## config.mk

```make
export PLATFORM = sky130hd
export DESIGN_NAME = fpu_req_arbiter
export DESIGN_NICKNAME = d
export VERILOG_FILES = /design/src/rtl/fpu_req_arbiter.sv
export SDC_FILE = /design/constraint.sdc
export NUM_CORES = 1
export LEC_CHECK = 0
export BUFFER_PORTS_ARGS = -buffer_cell sky130_fd_sc_hd__buf_2
export CORE_MARGIN = 10
export CORE_UTILIZATION = 36
export DETAILED_ROUTE_END_ITERATION = 8
export PLACE_DENSITY = 0.58
export SLEW_MARGIN = 10
export SYNTH_ARGS = -nofsm -noshare
export SYNTH_HDL_FRONTEND = slang
export SYNTH_SLANG_ARGS = --single-unit
```

## constraint.sdc

```tcl
create_clock -name Clock -period 2.6 [get_ports Clock]
set_input_delay 0.39 -clock Clock [delete_from_list [all_inputs] [get_ports Clock]]
set_output_delay 0.39 -clock Clock [all_outputs]
set_load 0.02 [all_outputs]
```

## src/rtl/fpu_req_arbiter.sv

```systemverilog
// fpu_req_arbiter: round-robin sharing of one pipelined fpu between two requesters,
// with tag-tracked results returned in order through credit-limited response FIFOs.
module fpu_req_arbiter #(
    parameter int FPU_LAT   = 3,
    parameter int RSP_DEPTH = 4
) (
    input  logic        Clock,
    input  logic        Reset,
    input  logic        r0_valid,
    output logic        r0_ready,
    input  logic [31:0] r0_a,
    input  logic [31:0] r0_b,
    input  logic [1:0]  r0_sel,
    output logic        r0_rsp_valid,
    input  logic        r0_rsp_ready,
    output logic [31:0] r0_y,
    output logic        r0_ovf,
    output logic        r0_err,
    input  logic        r1_valid,
    output logic        r1_ready,
    input  logic [31:0] r1_a,
    input  logic [31:0] r1_b,
    input  logic [1:0]  r1_sel,
    output logic        r1_rsp_valid,
    input  logic        r1_rsp_ready,
    output logic [31:0] r1_y,
    output logic        r1_ovf,
    output logic        r1_err,
    output logic [31:0] fpu_a,
    output logic [31:0] fpu_b,
    output logic [1:0]  fpu_sel,
    input  logic [31:0] fpu_y,
    input  logic        fpu_ovf,
    input  logic        fpu_err,
    output logic        idle
);
    localparam int CW = $clog2(RSP_DEPTH + 1);
    localparam int PW = RSP_DEPTH > 1 ? $clog2(RSP_DEPTH) : 1;
    logic [1:0]         valid, rsp_ready, elig, grant, push, pop;
    logic               last_grant;
    logic [FPU_LAT-1:0] tag_v, tag_id;
    logic [CW-1:0]      infl [2];
    logic [CW-1:0]      cnt [2];
    logic [PW-1:0]      rd [2];
    logic [PW-1:0]      wr [2];
    logic [33:0]        mem [2][RSP_DEPTH];
    assign valid     = {r1_valid, r0_valid};
    assign rsp_ready = {r1_rsp_ready, r0_rsp_ready};
    // credit = slots not yet claimed by in-flight ops or queued results
    always_comb begin
        for (int i = 0; i < 2; i++) begin
            elig[i] = valid[i] && (CW+1)'(infl[i]) + (CW+1)'(cnt[i]) < (CW+1)'(RSP_DEPTH);
            push[i] = tag_v[FPU_LAT-1] && tag_id[FPU_LAT-1] == 1'(i);
            pop[i]  = cnt[i] != '0 && rsp_ready[i];
        end
    end
    assign grant[0] = Reset && elig[0] && (!elig[1] || last_grant);
    assign grant[1] = Reset && elig[1] && (!elig[0] || !last_grant);
    assign r0_ready = grant[0];
    assign r1_ready = grant[1];
    always_ff @(posedge Clock or negedge Reset) begin
        if (!Reset) begin
            last_grant <= 1'b1;
            fpu_a      <= '0;
            fpu_b      <= '0;
            fpu_sel    <= '0;
            tag_v      <= '0;
            tag_id     <= '0;
        end else begin
            tag_v  <= (tag_v << 1) | FPU_LAT'(|grant);
            tag_id <= (tag_id << 1) | FPU_LAT'(grant[1]);
            if (|grant) begin
                last_grant <= grant[1];
                fpu_a      <= grant[1] ? r1_a : r0_a;
                fpu_b      <= grant[1] ? r1_b : r0_b;
                fpu_sel    <= grant[1] ? r1_sel : r0_sel;
            end
        end
    end
    always_ff @(posedge Clock or negedge Reset) begin
        if (!Reset) begin
            for (int i = 0; i < 2; i++) begin
                infl[i] <= '0;
                cnt[i]  <= '0;
                rd[i]   <= '0;
                wr[i]   <= '0;
            end
        end else begin
            for (int i = 0; i < 2; i++) begin
                infl[i] <= infl[i] + CW'(grant[i]) - CW'(push[i]);
                cnt[i]  <= cnt[i] + CW'(push[i]) - CW'(pop[i]);
                if (push[i])
                    wr[i] <= wr[i] == PW'(RSP_DEPTH - 1) ? '0 : wr[i] + PW'(1);
                if (pop[i])
                    rd[i] <= rd[i] == PW'(RSP_DEPTH - 1) ? '0 : rd[i] + PW'(1);
            end
        end
    end
    always_ff @(posedge Clock) begin
        for (int i = 0; i < 2; i++)
            if (push[i]) mem[i][wr[i]] <= {fpu_y, fpu_ovf, fpu_err};
    end
    assign r0_rsp_valid              = cnt[0] != '0;
    assign r1_rsp_valid              = cnt[1] != '0;
    assign {r0_y, r0_ovf, r0_err}    = mem[0][rd[0]];
    assign {r1_y, r1_ovf, r1_err}    = mem[1][rd[1]];
    assign idle = tag_v == '0 && cnt[0] == '0 && cnt[1] == '0;
endmodule

```

---- Word level (Yosys, flattened, before mapping) ----
Memory sizes are Yosys's and may differ from the RTL's.
Index checks and enable logic that the tools add are counted.
word-level totals
  register bits ........................... 93
  memory bits (writable) .................. 272
  input port bits ......................... 172
  output and inout bits ................... 139
  word-level logic and storage cells ...... 98
  memories kept ........................... 1
memory list
  name  words  bits a word  read ports  clocked after Yosys merged registers in  wr ports  line  text
  mem   2      136          2           0                                        1         46    logic [33:0] mem [2][RSP_DEPTH];
cells by class
  add/subtract/negate cells ............... 14
  magnitude comparators ................... 8
  eq/ne operators ......................... 4
  muxes and demuxes ....................... 24
  bitwise operators ....................... 7
  reduce and logical (&&, ||, !) cells .... 26
operators by type and width
  operator             number
  $mux 136             4
  $mux 34              6
  $bmux 34 s2          2
  $demux 34 s2         2
  $reduce_or 136->1    1
  $mux 32              2
  $logic_and 1x1->1    14
  $add 3x1->3          4
  $ge 3x3->1 const B   4
  $not 2->3            4
  $sub 3x1->3          4
  $mux 2               5
  $logic_not 3->1      3
  $add 2x1->2 const B  4
  $add 3x3->4          2
  $eq 2x2->1 const B   4
  $lt 4x3->1 const B   2
  $lt 3x1->1 const B   2
  $or 3x1->3           2
  $reduce_bool 3->1    2
  $logic_not 1->1      3
  $mux 1               3
  $logic_or 1x1->1     2
  $reduce_or 2->1      1
  $not 1->1            1

---- Logic depth before layout (Yosys ltp) ----
Gate-level depths: netlist of run 1.
  word-level depth ........................ 8
  depth in mapped cells ................... 11
  mapped depth without buffers ............ 10

---- Least setup slack after synthesis of run 1 ----
OpenSTA, ideal clock, no wires.
  path type ............................... register to register
  start point ............................. register infl[2] in the netlist's numbering
  end point ............................... register infl[2] in the netlist's numbering
  setup time .............................. 123 ps
  data arrival time ....................... 2640 ps
  data required time ...................... 2477 ps
  slack ................................... -162 ps
  stages on the path, launching flop included .. 11
  path buffers ............................ 1
  clock period less this slack ............ 2762 ps
  path through ............................ dfrtp_1 ha_1 nor4b_4 nand3_2 clkbuf_1 nor2_1 ha_1 inv_1 fa_1 xnor2_1 xnor2_1
on the way
  cells in the longest elaborated chain, start to end .. 7
RTL lines
  what                               line  text
  from (decl)                        42    logic [CW-1:0] infl [2];
  from (signal, indexed assignment)  90    infl[i] <= infl[i] + CW'(grant[i]) - CW'(push[i]);
  $add 3x3->4                        52    elig[i] = valid[i] && (CW+1)'(infl[i]) + (CW+1)'(cnt[i]) < (CW+1)'(RSP_DEPTH);
  $lt 4x3->1                         52
  $logic_and 1x1->1                  52
  $logic_and 1x1->1 (2 in a row)     58    assign grant[1] = Reset && elig[1] && (!elig[0] || !last_grant);
  named net r1_ready                 20    output logic r1_ready,
  $add 3x1->3                        90
  $sub 3x1->3                        90
The timed path passes the listed nets, and every way through them passes these cells.
A chain may end at the register's enable or synchronous reset.

---- Worst setup path after layout of run 1 ----
  start point ............................. register infl[2] in the netlist's numbering
  end point ............................... output port r0_ready
on the way
  cells in the longest elaborated chain, start to end .. 6
RTL lines
  what               line  text
  $add 3x3->4        52
  $lt 4x3->1         52
  $logic_and 1x1->1  52
  $logic_not 1->1    57    assign grant[0] = Reset && elig[0] && (!elig[1] || last_grant);
  $logic_or 1x1->1   57
  $logic_and 1x1->1  57
  to (decl)          10    output logic r0_ready,
Every way passes these cells.

==> flow_summary_export.csv, run 1 <==
group,metric,value,unit
run_status,status,"completed",
power,p_leak,7.03,nW
critical_path,cp_cell_sequence,"ha_4 -> nor4b_4 -> buf_4 -> nand2_2 -> o211ai_4 -> inv_2 -> buf_6",
place,pre_cts_ws,183,ps
synthesis,ys_warn_count,0,
critical_path,critPathLaunch,"infl[2]",
die,die_y,221,um
critical_path,reg2reg_depth,12,
global_routing,grt_max_degree,91,
cts,path_clk_slew,60,ps
power,power,21.8,mW
synthesis,synth_top_area_share,56.0,%
cts,cts_buffer_depth,3,
cts,cts_made_buffers,40,
global_routing,grt_overflow,0,
critical_path,slowest_stage,"dfrtp_1",
global_routing,grt_use_total,15.4,%
cts,clock_sinks,365,
sta,slew_headroom,59.6,%
synthesis,synth_edf_count,272,
synthesis,ys_types,36,
global_routing,antenna_found_initial,10,
place,port-buffer-count,310,
cts,cts_tree,"built",
detailed_routing,drc,0,
sta,tightest_slew,607,ps
job,max_cap_violations,0,
worst_hold_path,holdCritPathClass,"in2reg",
synthesis,avgSynthCellArea,19.0,um^2
sta,post-route-period-util,97.3,%
detailed_routing,wl_per_cell,22.7,um
die,die_w,221,um
power,power_frac_clock,25.2,%
critical_path,rrSetupSlack,170,ps
critical_path,critPathMaxFanout,2,
critical_path,crit_family,"flip-flops",
detailed_routing,vias_per_cell,5.06,
critical_path,cp.arrival,2140,ps
critical_path,cp.depth,7,
detailed_routing,first_pass_iters,4,
power,sequentialPowerShare,37.0,%
die,die-area,49000,um^2
critical_path,endpoint_kind,"output port",
critical_path,r2r_start,"infl[5]",
power,p_sw,7.45,mW
cts,insertion_delay,560,ps
sta,setup_viol,0,
synthesis,syn_nets,967,
detailed_routing,ant_nets,0,
detailed_routing,num_vias,8445,
critical_path,critPathCapture,"r0_ready",
critical_path,r2r_end,"infl[5]",
power,switching_share,34.2,%
die,rows,73,
sta,hold_viol_final,0,
power,combPwrFrac,37.8,%
cts,htreeDepth,2,
final_layout,fin_nets,1315,
power,p_int,14.3,mW
worst_hold_path,whs_path_depth,3,
synthesis,yosysTopAreaCell,"edfxtp_1",
critical_path,crit_type,"reg2out",
final_layout,areaGrowthSynthToFinish,26.3,%
synthesis,ys_seq_area_share,72.0,%
sta,skew,16.1,ps
die,io_pins,311,
final_layout,final_cell_mix,"buf_2, edfxtp_1, dfrtp_1, mux4_2, inv_1",
final_layout,layout_commonest_cell,"buf_2",
critical_path,cp_data_required_time,2210,ps
detailed_routing,drt-total-wl,38000,um
place,dp_hpwl,26000,um
detailed_routing,detail_route.iter0.violations,477,
synthesis,netlist_instances,769,
die,core,39900,um^2
power,ir_worst_vdd,566,uV
critical_path,start_kind,"flip-flop",
sta,grt_setup_unrepaired,"yes",
final_layout,fin_util,46.2,%
power,power_density,1180,nW/um^2
final_layout,drive_above_1_share,48.6,%
global_routing,grt_pass1_vias,9312,
synthesis,ys_async_sr_fraction,25.5,%
synthesis,synthTopCellsByArea,"edfxtp_1, dfrtp_1, mux4_2",
critical_path,slowest_delay,410,ps
sta,finalCriticalPeriod,2530,ps
sta,timing.fmax,395,MHz
global_routing,grt_pass1_wl,58600,um
critical_path,cp_num_buf_inv,3,
die,initial_core_util,36.5,%
synthesis,synthesis.area,14600,um^2
cts,cts_root_buf,"clkbuf_16",
place,gp_congestion,0.794,
sta,slew_viol_final,0,
sta,setup_ws,70.6,ps
synthesis,synth-seq-cells,365,
synthesis,synthFlopType,"edfxtp_1",
==> worst min path at each step <==
| stage | start | end | slack, ps |
|---|---|---|---|
| 2_1_floorplan | Reset | cnt[0] | 90 |
| 3_3_place_gp | Reset | fpu_b[14] | 270 |
| 3_5_place_dp | Reset | fpu_b[14] | 270 |
| 4_1_cts | r0_a[7] | fpu_a[7] | 50 |
| 5_1_grt | r0_a[24] | fpu_a[24] | 70 |
| 6_report | r0_a[23] | fpu_a[23] | 90 |
==> synthesized netlist by cell type (3+ instances only) <==
cell type and number:
and3_1 5, inv_1 48, ha_1 22, nand2_1 7, a2bb2oi_2 9, o311a_1 24, clkbuf_1 21, a2bb2oi_1 15
o221a_2 42, a21o_1 3, dfrtp_1 92, buf_2 24, xnor2_1 6, buf_6 6, o21ai_0 28, fa_1 4
and2_1 6, mux4_2 68, nor3_1 3, or3_1 45, edfxtp_1 272
==> per-layer routing <==
metal  vias to the layer above  wire, um  GRT usage, %
li1                       3799         -             -
met1                      4282     15700          18.8
met2                       290     18200          24.8
met3                        56      3410          6.39
met4                        18       546          3.54
met5                         -        99             0
==> cell type report <==
type	instances	area (um^2)
diodes	1	2.50
fillers	3489	21500
inverters	48	180
repair buffers	359	2120
clock inverters	15	198
flip-flops and latches	365	10500
well taps	525	657
multi-input cells	303	3690
clock buffers	54	1060
==> power by group through the flow <==
stage / clock [mW] / sequential, mW / combinational (mW)
after floorplan: 0 / 8.51 / 4.84
after global placement: 0 / 8.16 / 8.06
after detailed placement: 0 / 8.16 / 8.14
after CTS: 5.67 / 8.11 / 8.21
after global routing: 5.92 / 8.18 / 8.91
final: 5.49 / 8.06 / 8.22
==> sequential cells by signal, summed over array words and instances, names as in the netlist <==
name	flops
cnt	6
fpu_a	32
fpu_b	32
fpu_sel	2
infl	6
last_grant	1
mem	272
rd	4
tag_id	3
tag_v	3
wr	4
==> timing repair <==
item,in CTS,in global routing
buffers inserted,3,12
endpoints found under the hold margin,8,0
setup endpoints to repair,44,10
pin swaps,2,6
resized for setup,6,7
hold buffers,1,0
==> worst min-delay path, stage by stage <==
cell,delay (ps)
buf_2,90
o21ai_0,70
a2bb2oi_1,60
==> logic make-up (layout without fill, tap and decap cells) <==
family | after synthesis | count (layout) | share of synthesized area [%]
other | 0 | 1 | 0
muxes | 70 | 70 | 10.7
adders and majority gates | 26 | 26 | 2.44
AOI/OAI and AO/OA | 123 | 123 | 8.04
DFF | 365 | 365 | 72.0
buffers and inverters | 101 | 476 | 3.14
and+or+nand+nor | 76 | 76 | 3.28
xor gates and xnor gates | 8 | 8 | 0.480
==> per-stage QoR <==
stage | area, um^2 | TNS [ps] | instances | hold slack, ps
2_1_floorplan | 14600 | -17.4 | 769 | 94.4
3_3_place_gp | 17000 | 0 | 1584 | 271
3_5_place_dp | 17000 | 0 | 1584 | 271
4_1_cts | 18300 | -51.5 | 1657 | 50.6
5_1_grt | 18400 | -43.9 | 1669 | 68.8
6_report | 18400 | 0 | 1670 | 93.2
(Power assumes the default switching activity.)
==> run 2, diff against run 1 <==
--- a/config.mk
+++ b/config.mk
@@ -7,9 +7,9 @@
 export LEC_CHECK = 0
 export BUFFER_PORTS_ARGS = -buffer_cell sky130_fd_sc_hd__buf_2
 export CORE_MARGIN = 10
-export CORE_UTILIZATION = 36
+export CORE_UTILIZATION = 49
 export DETAILED_ROUTE_END_ITERATION = 8
-export PLACE_DENSITY = 0.58
+export PLACE_DENSITY = 0.75
 export SLEW_MARGIN = 10
 export SYNTH_ARGS = -nofsm -noshare
 export SYNTH_HDL_FRONTEND = slang
==> run 2 against run 1 <==
  * Final cell count shrank 9.3%
  * Sequential share of layout area grew 1.5 points
  * Global-route usage grew 3.9 points
  * Worst hold slack gained 55 ps
  * Sequential cell count is the same
  * Die area shrank 24%
  * Clock power shrank 4.9%
  * Combinational power shrank 4.3%
  * Via count is essentially flat
  * Routed wire length shrank 6.1%
  * Fmax grew 1.9%
  * Clock skew shrank 1.1 ps
==> flow_summary_export.csv, run 2 (synthesis results as in run 1) <==
group,metric,value,unit
sta,post-route-period-util,95.5,%
cts,clock_sinks,365,
critical_path,start_kind,"flip-flop",
cts,htreeDepth,2,
final_layout,layout_commonest_cell,"buf_2",
critical_path,slowest_delay,540,ps
sta,slew_headroom,59.9,%
global_routing,grt_pass1_wl,54500,um
power,sequentialPowerShare,37.9,%
sta,whs,149,ps
sta,hold_viol_final,0,
critical_path,cp_cell_sequence,"buf_4 -> mux4_2 -> buf_2",
power,p_int,13.9,mW
final_layout,areaGrowthSynthToFinish,23.1,%
sta,timing.fmax,403,MHz
run_status,status,"completed",
die,io_pins,311,
power,power_frac_clock,24.7,%
sta,grt_setup_unrepaired,"yes",
detailed_routing,first_pass_iters,5,
global_routing,grt_pass1_vias,9011,
detailed_routing,wl_per_cell,23.5,um
cts,path_clk_slew,60,ps
detailed_routing,ant_nets,0,
final_layout,fin_nets,1293,
detailed_routing,num_vias,8438,
critical_path,cp.arrival,2090,ps
critical_path,reg2reg_depth,10,
worst_hold_path,holdCritPathClass,"in2reg",
power,switching_share,34.0,%
global_routing,grt_overflow,0,
detailed_routing,vias_per_cell,5.57,
global_routing,grt_max_degree,91,
die,die_w,193,um
final_layout,final_cells,1515,
critical_path,slowest_stage,"mux4_2",
worst_hold_path,whs_path_depth,3,
sta,setup_viol,0,
die,initial_core_util,49.5,%
sta,setup_tns,0,ps
sta,skew,15.0,ps
detailed_routing,drc,0,
die,die-area,37100,um^2
sta,tightest_slew,601,ps
sta,finalCriticalPeriod,2480,ps
global_routing,antenna_found_initial,6,
place,dp_hpwl,24300,um
cts,cts_made_buffers,38,
place,gp_congestion,0.854,
critical_path,cp_data_required_time,2210,ps
critical_path,crit_type,"reg2out",
final_layout,final_cell_mix,"buf_2, edfxtp_1, dfrtp_1, mux4_2, inv_1",
power,p_leak,6.89,nW
place,dpl.cell_count,1443,
cts,insertion_delay,510,ps
die,die_y,193,um
power,combPwrFrac,37.3,%
power,p_sw,7.17,mW
place,port-buffer-count,310,
power,power_density,1170,nW/um^2
final_layout,largest_reg_flops,272,
detailed_routing,detail_route.iter0.violations,514,
global_routing,grt_use_total,19.2,%
critical_path,critPathMaxFanout,11,
job,max_cap_violations,0,
die,core,29500,um^2
sta,slew_viol_final,0,
power,ir_worst_vdd,867,uV
critical_path,endpoint_kind,"output port",
final_layout,drive_above_1_share,47.6,%
detailed_routing,drt-total-wl,35700,um
cts,cts_buffer_depth,3,
die,rows,63,
cts,cts_tree,"built",
power,power,21.1,mW
cts,cts_root_buf,"clkbuf_16",
-- run 2: cell count changes in the layout (fill, tap and decap cells not counted), moves of 3 or more --
| cell | before | now |
|---|---|---|
| buf_4 | 34 | 19 |
| clkinv_1 | 6 | 9 |
| buf_12 | 15 | 10 |
| clkbuf_1 | 13 | 8 |
| clkinv_2 | 2 | 5 |
-- run 2: final timing paths --
check,slack [ps],to,start
worst max register to register,240,infl[5],infl[5]
worst min-delay path,150,fpu_b[4],r0_b[4]
worst min register to register,350,tag_id[1],tag_id[0]
max in group asynchronous,970,fpu_b[20],Reset
worst max-delay path,120,r1_y[21],rd[0]
min in group asynchronous,360,wr[2],Reset
-- run 2: per-stage QoR --
step                setup WS [ps]  cell area, um^2  util [%]
finish                        117            18000      60.9
floorplan                   -17.4            14600         -
CTS                          28.3            17900      60.8
global placement              213            16700      56.7
detailed placement            110            16700      56.7
global route                -17.1            17900      60.9
-- run 2: area by class of cell --
cell class,instances,area (um^2)
clock buffers,47,1010
repair buffers,339,1900
well taps,390,488
diodes,2,5.00
multi-input cells,303,3670
inverters,48,180
clock inverters,21,203
fillers,2164,11500
flip-flops and latches,365,10500
-- run 2: what timing repair did --
| item | in CTS | in global routing |
|---|---|---|
| hold buffers | 1 | 0 |
| buffers inserted | 0 | 1 |
| endpoints found under the setup margin | 1 | 2 |
| resized for setup | 2 | 1 |
| pin swaps | 0 | 3 |
| endpoints found under the hold margin | 19 | 0 |
-- run 2: layer usage --
metal  global-route usage [%]  up-vias  part of all wire [%]
li1                         -     3755                     -
met1                     24.1     4263                    39
met4                     4.47        8                   1.9
met3                     5.75       55                   8.6
met2                     32.4      357                    50
met5                        0        -                  0.12
-- run 2: power by group through the flow --
stage / Sequential [mW] / Combinational (mW) / Clock [mW]
floorplan: 8.51 / 4.84 / 0
global placement: 8.06 / 7.86 / 0
detailed placement: 8.08 / 8.01 / 0
CTS: 8.00 / 8.05 / 5.34
global route: 8.11 / 8.51 / 5.58
finish: 8.00 / 7.87 / 5.22
-- run 2: worst max-delay path, delay by kind of cell (launching register included) --
family | cells | cell delay, ps
multiplexers | 1 | 540
flip-flops | 1 | 530
buffers and inverters | 2 | 510
==> run 3, diff against run 2 <==
--- a/config.mk
+++ b/config.mk
@@ -10,6 +10,7 @@
 export CORE_UTILIZATION = 49
 export DETAILED_ROUTE_END_ITERATION = 8
 export PLACE_DENSITY = 0.75
+export REMOVE_ABC_BUFFERS = 1
 export SLEW_MARGIN = 10
 export SYNTH_ARGS = -nofsm -noshare
 export SYNTH_HDL_FRONTEND = slang
==> run 3 against run 2 <==
  * Routed wire length grew 3.5%
  * Via count up 0.90%
  * Sequential power increased by 1%
  * Core utilization increased by 0.43 points
  * Sequential share of layout area fell by 0.40 points
  * Critical path depth rose by 4
  * Clock power increased by 0.8%
  * Critical path type unchanged
  * Critical endpoint is now r1_ready
  * Largest power group unchanged
==> flow_summary_export.csv, run 3 (synthesis results as in run 1) <==
group,metric,value,unit
cts,cts_root_buf,"clkbuf_16",
final_layout,fillers,2201,
power,ir_worst_vdd,753,uV
sta,post-route-period-util,95.5,%
power,power,21.3,mW
die,rows,63,
global_routing,grt_max_degree,101,
cts,path_clk_slew,60,ps
final_layout,areaGrowthSynthToFinish,24.0,%
sta,skew,14.9,ps
cts,insertion_delay,520,ps
cts,clock_sinks,365,
sta,tightest_slew,652,ps
final_layout,drive_above_1_share,48.0,%
critical_path,crit_type,"reg2out",
detailed_routing,detail_route.iter0.violations,461,
detailed_routing,first_pass_iters,4,
sta,grt_setup_unrepaired,"no",
power,p_leak,6.91,nW
critical_path,rrSetupSlack,250,ps
place,dp_hpwl,24400,um
cts,cts_buffer_depth,3,
critical_path,start_kind,"flip-flop",
final_layout,final_cells,1524,
detailed_routing,drc,0,
place,pre_cts_ws,183,ps
final_layout,multi_input_area,3700,um^2
global_routing,grt_pass1_wl,55900,um
run_status,status,"completed",
global_routing,antenna_found_initial,8,
sta,setup_ws,116,ps
die,die_w,193,um
sta,finalCriticalPeriod,2480,ps
die,io_pins,311,
sta,timing.fmax,403,MHz
die,die_y,193,um
detailed_routing,wl_per_cell,24.2,um
global_routing,grt_use_total,19.9,%
sta,setup_tns,0,ps
global_routing,grt_overflow,0,
final_layout,layout_commonest_cell,"buf_2",
die,core,29500,um^2
detailed_routing,drt-total-wl,36900,um
cts,cts_tree,"built",
place,port-buffer-count,310,
sta,setup_viol,0,
final_layout,final_cell_mix,"buf_2, edfxtp_1, dfrtp_1, mux4_2, inv_1",
final_layout,seqCellArea,10500,um^2
place,gp_congestion,0.778,
die,die-area,37100,um^2
sta,slew_headroom,56.5,%
critical_path,endpoint_kind,"output port",
final_layout,largest_reg_flops,272,
critical_path,critPathMaxFanout,4,
detailed_routing,num_vias,8514,
sta,slew_viol_final,0,
critical_path,cp_data_required_time,2210,ps
detailed_routing,ant_nets,0,
detailed_routing,vias_per_cell,5.59,
worst_hold_path,holdCritPathClass,"in2reg",
cts,cts_made_buffers,38,
power,power_density,1180,nW/um^2
final_layout,fin_nets,1298,
global_routing,grt_pass1_vias,9359,
die,initial_core_util,49.5,%
place,dpl.cell_count,1442,
cts,htreeDepth,2,
job,max_cap_violations,0,
sta,hold_viol_final,0,
critical_path,cp.arrival,2090,ps
[run 3: cell types whose count changed in the layout (fill, tap and decap cells not counted), sizes merged, moves of 2 or more]
cell      change
clkinv        -4
clkbuf        +4
clkinvlp      +2
diode         +4
buf           +5
[run 3: cell type report]
cell class	instances	area share [%]
diodes	6	0.0831
clock buffers	51	5.65
clock inverters	17	1.05
inverters	48	0.997
multi-input cells	303	20.5
flip-flops and latches	365	58.1
well taps	390	2.70
repair buffers	344	10.9
[run 3: metal layers]
metal  wire length, um  track usage, %  part of all wire (%)  up-vias
li1                  -               -                     -     3763
met1             14000            23.2                    38     4369
met2             18800            34.6                    51      333
met3              3330            6.83                   9.0       47
met4               724            4.98                   2.0        2
met5                 7               0                 0.019        -
[run 3: where the power goes]
group          internal, mW  total, mW  switching (mW)
sequential             7.35       8.08           0.732
clock                  3.08       5.26            2.19
combinational          3.55       7.99            4.44
total                  14.0       21.3            7.35
[run 3: critical path: stages (launching register included)]
cell	delay, ps
dfrtp_1	430
ha_4	190
nor4b_4	280
buf_4	160
and3_4	190
nor2_2	50
buf_4	140
buf_4	160
[run 3: worst paths after layout]
kind                            startpoint   endpoint  depth (start not counted)
worst max register to register      cnt[2]     cnt[2]                          9
worst min register to register   tag_id[1]  tag_id[2]                          0
worst min-delay path              r0_a[24]  fpu_a[24]                          3
worst max-delay path                cnt[4]   r1_ready                          7
min in group asynchronous            Reset  tag_id[2]                          2
max in group asynchronous            Reset      rd[2]                          3
[run 3: timing repair]
| item | 4_1_cts | 5_1_grt |
|---|---|---|
| setup endpoints to repair | 14 | 2 |
| endpoints found under the hold margin | 17 | 0 |
| pin swaps | 2 | 4 |
| setup buffers | 3 | 4 |
| hold buffers | 1 | 0 |
| gates resized for setup | 3 | 6 |
[run 3: metrics by stage]
stage / hold WS (ps) / instance area [um^2] / utilization, %
detailed placement: 320 / 16700 / 56.8
CTS: 100 / 18000 / 61.0
global route: 122 / 18100 / 61.3
global placement: 318 / 16700 / 56.8
floorplan: 94.4 / 14300 / -
finish: 120 / 18100 / 61.3
